## src/rtl/eater_core.sv

```systemverilog
// eater_core: parametrised SAP-1 style 8-bit computer (RAM, PC, A/B, ALU, IR, 5-step sequencer, OUT).
// Optional RAM readback port is enabled by defining EATER_CORE_READBACK_EN.
module eater_core #(
   parameter int DATA_W  = 8,
   parameter int ADDR_W  = 4,
   parameter int CLK_DIV = 1
) (
   input  logic              clk,
   input  logic              rst_n,
   input  logic              prog_mode,
   input  logic [ADDR_W-1:0] prog_addr,
   input  logic [DATA_W-1:0] prog_data,
   input  logic              prog_we,
   output logic [DATA_W-1:0] out_data,
   output logic              out_valid,
   output logic              halted,
   output logic              carry,
   output logic              zero,
   output logic [ADDR_W-1:0] pc
`ifdef EATER_CORE_READBACK_EN
   ,
   output logic [DATA_W-1:0] prog_rdata
`endif
);

   localparam int DIV_W = (CLK_DIV > 1) ? $clog2(CLK_DIV) : 1;
   localparam logic [DIV_W-1:0] DIV_LAST = DIV_W'(CLK_DIV - 1);

   localparam logic [3:0] OP_LDA = 4'h1;
   localparam logic [3:0] OP_ADD = 4'h2;
   localparam logic [3:0] OP_SUB = 4'h3;
   localparam logic [3:0] OP_STA = 4'h4;
   localparam logic [3:0] OP_LDI = 4'h5;
   localparam logic [3:0] OP_JMP = 4'h6;
   localparam logic [3:0] OP_JC  = 4'h7;
   localparam logic [3:0] OP_JZ  = 4'h8;
   localparam logic [3:0] OP_OUT = 4'hE;
   localparam logic [3:0] OP_HLT = 4'hF;

   typedef enum logic [2:0] {
      T0 = 3'd0,
      T1 = 3'd1,
      T2 = 3'd2,
      T3 = 3'd3,
      T4 = 3'd4
   } step_e;

   step_e             step_q, step_d;
   logic [ADDR_W-1:0] pc_q, pc_d, mar_q, mar_d;
   logic [DATA_W-1:0] a_q, a_d, b_q, b_d, ir_q, ir_d;
   logic [DATA_W-1:0] out_data_q, out_data_d;
   logic              carry_q, carry_d, zero_q, zero_d;
   logic              halted_q, halted_d, out_valid_q, out_valid_d;
   logic [DIV_W-1:0]  div_q, div_d;
   logic [DATA_W-1:0] ram_q [2**ADDR_W];

   logic              tick_s;
   logic [3:0]        opcode_s;
   logic [ADDR_W-1:0] operand_s;
   logic [DATA_W-1:0] imm_s, ram_rd_s;
   logic [DATA_W:0]   alu_s;
   logic              ram_we_s;
   logic [ADDR_W-1:0] ram_waddr_s;
   logic [DATA_W-1:0] ram_wdata_s;

   assign tick_s    = !prog_mode && !halted_q && (div_q == DIV_LAST);
   assign opcode_s  = ir_q[DATA_W-1 -: 4];
   assign operand_s = ir_q[ADDR_W-1:0];
   assign imm_s     = DATA_W'(ir_q[DATA_W-5:0]);
   assign ram_rd_s  = ram_q[mar_q];

   // ALU: subtraction is A + ~B + 1 so carry-out means "no borrow"
   always_comb begin
      alu_s = '0;
      if (opcode_s == OP_SUB) begin
         alu_s = {1'b0, a_q} + {1'b0, ~b_q} + {{DATA_W{1'b0}}, 1'b1};
      end else begin
         alu_s = {1'b0, a_q} + {1'b0, b_q};
      end
   end

   // Next-state: programming clears the core, otherwise one microstep per tick
   always_comb begin
      step_d      = step_q;
      pc_d        = pc_q;
      mar_d       = mar_q;
      a_d         = a_q;
      b_d         = b_q;
      ir_d        = ir_q;
      carry_d     = carry_q;
      zero_d      = zero_q;
      halted_d    = halted_q;
      out_data_d  = out_data_q;
      out_valid_d = 1'b0;
      div_d       = div_q;
      ram_we_s    = 1'b0;
      ram_waddr_s = prog_addr;
      ram_wdata_s = prog_data;
      if (prog_mode) begin
         step_d   = T0;
         pc_d     = '0;
         mar_d    = '0;
         a_d      = '0;
         b_d      = '0;
         ir_d     = '0;
         carry_d  = 1'b0;
         zero_d   = 1'b0;
         halted_d = 1'b0;
         div_d    = '0;
         ram_we_s = prog_we;
      end else if (tick_s) begin
         div_d = '0;
         case (step_q)
            T0: begin
               mar_d  = pc_q;
               step_d = T1;
            end
            T1: begin
               ir_d   = ram_rd_s;
               pc_d   = pc_q + ADDR_W'(1);
               step_d = T2;
            end
            T2: begin
               step_d = T3;
               case (opcode_s)
                  OP_LDA, OP_ADD, OP_SUB, OP_STA: mar_d = operand_s;
                  OP_LDI: a_d = imm_s;
                  OP_JMP: pc_d = operand_s;
                  OP_JC:  pc_d = carry_q ? operand_s : pc_q;
                  OP_JZ:  pc_d = zero_q ? operand_s : pc_q;
                  OP_OUT: begin
                     out_data_d  = a_q;
                     out_valid_d = 1'b1;
                  end
                  OP_HLT: begin
                     halted_d = 1'b1;
                     step_d   = T2;
                  end
                  default: step_d = T3;
               endcase
            end
            T3: begin
               step_d = T4;
               case (opcode_s)
                  OP_LDA:         a_d = ram_rd_s;
                  OP_ADD, OP_SUB: b_d = ram_rd_s;
                  OP_STA: begin
                     ram_we_s    = 1'b1;
                     ram_waddr_s = mar_q;
                     ram_wdata_s = a_q;
                  end
                  default: step_d = T4;
               endcase
            end
            T4: begin
               step_d = T0;
               if ((opcode_s == OP_ADD) || (opcode_s == OP_SUB)) begin
                  a_d     = alu_s[DATA_W-1:0];
                  carry_d = alu_s[DATA_W];
                  zero_d  = (alu_s[DATA_W-1:0] == '0);
               end else begin
                  a_d = a_q;
               end
            end
            default: step_d = T0;
         endcase
      end else if (!halted_q) begin
         div_d = div_q + DIV_W'(1);
      end else begin
         div_d = div_q;
      end
   end

   // Core state registers
   always_ff @(posedge clk or negedge rst_n) begin
      if (!rst_n) begin
         step_q      <= T0;
         pc_q        <= '0;
         mar_q       <= '0;
         a_q         <= '0;
         b_q         <= '0;
         ir_q        <= '0;
         carry_q     <= 1'b0;
         zero_q      <= 1'b0;
         halted_q    <= 1'b0;
         out_data_q  <= '0;
         out_valid_q <= 1'b0;
         div_q       <= '0;
      end else begin
         step_q      <= step_d;
         pc_q        <= pc_d;
         mar_q       <= mar_d;
         a_q         <= a_d;
         b_q         <= b_d;
         ir_q        <= ir_d;
         carry_q     <= carry_d;
         zero_q      <= zero_d;
         halted_q    <= halted_d;
         out_data_q  <= out_data_d;
         out_valid_q <= out_valid_d;
         div_q       <= div_d;
      end
   end

   // Program RAM keeps its contents across reset
   always_ff @(posedge clk) begin
      if (ram_we_s) begin
         ram_q[ram_waddr_s] <= ram_wdata_s;
      end
   end

`ifdef EATER_CORE_READBACK_EN
   logic [DATA_W-1:0] rdata_q, rdata_d;

   always_comb begin
      if (ram_we_s && (ram_waddr_s == prog_addr)) begin
         rdata_d = ram_wdata_s;
      end else begin
         rdata_d = ram_q[prog_addr];
      end
   end

   // Readback register, bypassed with same-cycle write data
   always_ff @(posedge clk or negedge rst_n) begin
      if (!rst_n) begin
         rdata_q <= '0;
      end else begin
         rdata_q <= rdata_d;
      end
   end

   assign prog_rdata = rdata_q;
`endif

   assign out_data  = out_data_q;
   assign out_valid = out_valid_q;
   assign halted    = halted_q;
   assign carry     = carry_q;
   assign zero      = zero_q;
   assign pc        = pc_q;

endmodule

```

## config.mk

```make
export PLATFORM = sky130hd
export DESIGN_NAME = eater_core
export DESIGN_NICKNAME = d
export VERILOG_FILES = /design/src/rtl/eater_core.sv
export SDC_FILE = /design/constraint.sdc
export NUM_CORES = 1
export LEC_CHECK = 0
export CORE_MARGIN = 3
export CORE_UTILIZATION = 50
export CTS_CLUSTER_DIAMETER = 80
export DETAILED_ROUTE_END_ITERATION = 6
export PLACE_DENSITY = 0.68
export SLEW_MARGIN = 40
export SYNTH_ARGS = -nofsm -noshare
export SYNTH_HDL_FRONTEND = slang
export SYNTH_SLANG_ARGS = --single-unit
```

## constraint.sdc

```tcl
create_clock -name clk -period 3.15 [get_ports clk]
set_clock_uncertainty 0.1 [all_clocks]
set_input_delay 0.315 -clock clk [delete_from_list [all_inputs] [get_ports clk]]
set_output_delay 0.315 -clock clk [all_outputs]
set_load 0.03 [all_outputs]
```

# --- Word-level counts from Yosys, hierarchy flattened ---
# Memories as Yosys holds them, arrays and structs flattened.
# Cells that the tools add are included.
totals:
  ram_bits: 128
  mem_bits_ro: 0
  elab_cells: 132
  inputBits: 16
  latchBits: 0
  reg_bits: 48
  mem_count: 1
classes:
  n_bitwise: 3
  n_mux: 61
  mul: 0
  add_sub_neg: 5
  div_mod_pow: 0
  reduce_logical: 28
  n_shift: 0
  order_cmp: 0
  n_eq_ne: 22
memory_table:
  columns: ["name", "words", "width", "read_ports", "rd_ports_with_merged_regs", "wr", "line_no", "rtl"]
  rows:
  - ["ram_q", 16, 8, 1, 0, 1, "55", "logic [DATA_W-1:0] ram_q [2**ADDR_W];"]
op_table:
  columns: ["cell", "n"]
  rows:
  - ["$mux 8", 16]
  - ["$mux 4", 11]
  - ["$mux 1", 26]
  - ["$pmux 8 s3", 1]
  - ["$add 8x8->9", 2]
  - ["$eq 4x3->1 const B", 4]
  - ["$pmux 4 s2", 2]
  - ["$reduce_bool 2->1", 8]
  - ["$eq 4x4->1 const B", 3]
  - ["$ne 3x2->1 const B", 4]
  - ["$pmux 3 s4", 1]
  - ["$pmux 4 s3", 1]
  - ["$reduce_and 3->1", 4]
  - ["$reduce_and 5->1", 2]
  - ["$add 9x1->9 const B", 1]
  - ["$mux 9", 1]
  - ["$eq 4x2->1 const B", 2]
  - ["$logic_not 8->1", 1]
  - ["$ne 4x4->1 const B", 2]
  - ["$not 8->8", 1]
  - ["$eq 3x2->1 const B", 2]
  - ["$mux 3", 2]
  - ["$reduce_bool 3->1", 2]
  - ["$ne 5x2->1 const B", 1]
  - ["16 further kinds", 19]

# --- Logic depth before layout (Yosys ltp) ---
depth:
  word_depth: 9
  mapped_depth: 11
  depth_no_buf: 11

# --- Least setup slack after synthesis ---
# Ideal clock, no wire load.
synth_path:
  path_kind: "reg-to-reg"
  startpoint: "reg halted_q, in the netlist halted"
  endpoint: "mem ram_q[0][0], data pin"
  arrival_ps: 2265
  path_stages_with_launch: 7
  setup_time_ps: 330
  path_buffers: 2
  path_slack_ps: 454
  required_time_ps: 2720
  synth_period_minus_slack_ps: 2696
  cell_sequence: "dfrtp_1 -> or3_1 -> clkbuf_1 -> nor2_1 -> nand3_1 -> clkbuf_1 -> o21ai_0"
synth_between:
  elab_chain_len: 5
synth_rtl:
  columns: ["item", "line_no", "rtl"]
  rows:
  - ["start: declaration", "53", "logic halted_q, halted_d, out_valid_q, out_valid_d;"]
  - ["start signal: assignment", "198", "halted_q <= halted_d;"]
  - ["$logic_not 1->1", null, null]
  - ["$logic_and 1x1->1 (2 in series)", "66", "assign tick_s = !prog_mode && !halted_q && (div_q == DIV_LAST);"]
  - ["$mux 8", "111", "end else if (tick_s) begin"]
  - ["$mux 8", "99", "if (prog_mode) begin"]
  - ["net ram_wdata_s[0]", "64", "logic [DATA_W-1:0] ram_wdata_s;"]
  - ["end: declaration", "55", null]
# The timed path passes the listed nets, and every way through them passes these cells.

# --- Worst setup path after layout ---
layout_path:
  startpoint: "reg step_q[1]"
  endpoint: "mem ram_q[13][0] (enable)"
layout_between:
  elab_chain_len: 6
  elab_cells_between_ends: 9
  classes_between: "eq/ne (1); mux (8)"
layout_rtl:
  columns: ["item", "line_no", "rtl"]
  rows:
  - ["start: declaration", "48", "step_e step_q, step_d;"]
  - ["start signal: assignment", "190", "step_q <= step_d;"]
  - ["$eq 3x2->1 (*)", "113", "case (step_q)"]
  - ["$mux 1", "113", null]
  - ["$mux 1", "111", null]
  - ["$mux 1", "99", null]
  - ["$mux 1", "207", "if (ram_we_s) begin"]
  - ["$mux 1 (implied by the code)", "208", "ram_q[ram_waddr_s] <= ram_wdata_s;"]
# Mark *: on every way between the ends. The rest lies on a longest branch, timed or not.

==> results.md <==
* Largest family of logic cells by synthesized area: multiplexers
* Die X at about 130 µm
* Gpl congestion at 0.940
* Yosys warns at 0
* Run status: finished, final reports clean
* Seq pwr share at 47.3%
* Met3 WL at 1100 µm
* Most frequent cells in the layout: edfxtp_1, nand2_1, dfrtp_1, nor2_1, mux4_2
* Fin Hold WS at 0.351 ns
* Vias at 4960
* Fmax at between 0.3 and 0.4 GHz
* Vias in the first global route at 4926
* CP max FO at 20
* Setup crit end kind: flop
* IO Count at 32
* Worst r2r src: step_q[1]
* Reg clk slew, reported paths at 0.07 ns
* Avg Cell Area, Syn at about 15 µm²
* Setup-failing EPs final at 0
* Met1 Wirelength at 7700 µm
* Post-CTS setup buffers at 0
* Req. time, crit path at 3.10 ns
* Initial antenna violation count at 0
* # fillers at 1211
* Setup crit start kind: flop
* Post-synthesis cell area at a little over 0.008 mm²
* EDFF count, synth at ~130
* Adder-Cell Fraction of Synth Area at between 3 and 4%
* Rows at 45
* Reg2reg setup slack at 0.35 ns
* Drt wl/cell at 22.1 µm
* Final Non-Filler Cells at 822
* TritonRoute pass-1 iters at 6
* First-iteration detailed-routing DRC count at ~600
* Post-cts sizing count at 0
* Final worst-path cycle share at between 80% and 90%
* Slew at the pin closest to its max-slew limit at a little over 0.7 ns
* Share of post-route cells with drive strength above 1 at 18.3%
* GR Util All Layers at 21.3%
* Synth Area in Compound Gates at 7.23%
* Bufs on Longest Clock Path at 2
* Leading area contributor after synthesis: edfxtp_1
* Final setup TNS at 0 ns
* # nets final at 634
* Capturing point of the worst reg2reg path: ram_q[13][0]
* Post-route core utilization at 59.6%
* Final ANT Viol Nets at 0
* Post-synth net total at between 500 and 600
* Synth top area cells: edfxtp_1, dfrtp_1, mux4_2
* Switching pwr at ~1.5 mW
* Arrival @ worst endpoint at approximately 2.8 ns
* FF-to-FF path depth at 8
* Internal Power at about 4.2 mW
* RSZ-0062 raised after global routing: false
* Rel. slew slack at 51.7%
* Pins Over Slew Limit at 0
* Area growth, synth to finish at 14.5%
* Post-Synth XOR/XNOR Area at 0.757%
* Top sig layer: met4
* Die H at 133 µm
* Worst Setup Path Type: flop to flop
* DP Area at 0.00865 mm²
* Final hold viol count at 0
* Core Region at approximately 0.016 mm²
* Leak at 3.40 nW
* Syn Inst Count at ~560
* Asr flop ratio synth at 27.3%
* Post-DP HPWL at 12700 µm
* Via/cell ratio at 6.03
* Crit path time final at 2.80 ns
* HP Class: input pin to async pin
* Remaining Overflow, GRT at 0
* CTS Hold Bufs at 1
* Fraction of the mapped netlist area in simple logic gates at 9.10%
* H-tree depth at 4
* Clock sink total at between 150 and 200
* Initial Util at 52.1%
* Number of port buffers at 31
* Clock share of power at 38.3%
* Design Area, Final at 0.00927 mm²
* Synth Register Bits at 176
* Met2 routed WL at 8930 µm
* Final WL at ~18000 µm
* Most common cell after layout, fill and taps aside: edfxtp_1
* Logic pwr share at 14.4%
* Mux contribution to synthesized area at between 10% and 20%
* Clock Latency Late Sink at approximately 0.43 ns
* Net Sw Frac at around 26%
* First-pass GRT wire length at 28400 µm
* Root Buffer: clkbuf_16
* DRC viols at 0
* Sequential share of the synthesized area at 62.3%
* TritonCTS clock tree: done
* Largest net degree at the start of global routing at 49
* Main synth FF type: edfxtp_1
* Die ar. at approximately 0.018 mm²
* VDD IR-drop max at 428 µV
* Synth unique cells at 60
* # placed instances at around 790
* Synth top area share at between 40 and 50%
* ANT cells at 0
* Max-cap violations at 0
* CTS buffer count at 17
* Cell Pwr Density at 613 mW/mm²
stage by stage:
stage                     setup slack (ns)  power, mW
after floorplan                      0.454       3.29
after global placement               0.131       3.53
after global routing                0.0175       5.91
final                                0.350       5.68
after detailed placement            0.0714       3.55
after CTS                            0.384       5.71
power by group through the flow:
stage | Clock [mW] | Sequential, mW | Combinational [mW]
3_3_place_gp | 0 | 2.73 | 0.803
3_5_place_dp | 0 | 2.73 | 0.816
2_1_floorplan | 0 | 2.69 | 0.598
4_1_cts | 2.20 | 2.68 | 0.822
5_1_grt | 2.32 | 2.70 | 0.898
6_report | 2.17 | 2.69 | 0.819
routing by layer:
metal  GRT usage (%)  vias to the layer above
met4            7.26                        0
met2            34.2                      215
met1            29.4                     2512
met3            4.19                       26
li1                -                     2207
met5               0                        -
final cells by class:
| class | instances | area (µm²) | area share (%) |
|---|---|---|---|
| Clock buffer | 19 | 433 | 4.67 |
| Sequential cell | 176 | 5050 | 54.4 |
| Multi-Input combinational cell | 336 | 2840 | 30.6 |
| Tap cell | 211 | 264 | 2.85 |
| Inverter | 21 | 78.8 | 0.851 |
| Clock inverter | 13 | 173 | 1.86 |
| Timing Repair Buffer | 46 | 433 | 4.67 |
cell usage after synthesis, types with 5 or more instances:
| cell type | number |
|---|---|
| clkbuf_1 | 15 |
| a22oi_1 | 6 |
| nand2_1 | 56 |
| a31oi_1 | 10 |
| ha_1 | 18 |
| mux4_2 | 38 |
| nor2b_1 | 10 |
| a21o_1 | 6 |
| a211oi_1 | 5 |
| dfrtp_1 | 48 |
| mux2_2 | 23 |
| nand3_1 | 6 |
| nor2_1 | 40 |
| inv_1 | 20 |
| nor3_1 | 9 |
| a21oi_1 | 17 |
| o21ai_0 | 23 |
| and2_1 | 8 |
| edfxtp_1 | 128 |
logic make-up (layout without fill, tap and decap cells):
family,Yosys count,in the layout
flops,176,176
xor+xnor,7,7
buf+inv,45,99
simple gates,154,154
compound gates,90,90
fa+ha+maj,20,20
mux,65,65
worst max path at each step:
stage / from / endpoint / slack [ns] / cells after the start
finish: step_q[1] / ram_q[13][0] / 0.35 / 8
global route: step_q[1] / ram_q[13][0] / 0.02 / 8
CTS: step_q[2] / ram_q[13][0] / 0.38 / 8
detailed placement: prog_mode / ram_q[13][0] / 0.07 / 8
global placement: prog_mode / ram_q[13][0] / 0.13 / 8
floorplan: halted / ram_q[0][0] / 0.45 / 6
flip-flops by register name, summed over array words and instances, names as in the netlist, 3 cells and up:
register and flops:
ram_q 128, b_q 8, step_q 3, pc 4, mar_q 4, out_data 8, ir_q 8, a_q 8
worst max-delay path, stage by stage (launching register included):
cell     delay, ns
dfrtp_1       0.46
nor2b_1       0.29
nand2_1       0.11
nor2_1        0.20
nand3_1       0.10
buf_4         0.22
nor3b_1       0.20
a31oi_1       0.13
nor2_1        0.61
Note: power is estimated with default switching activity, not from simulation.
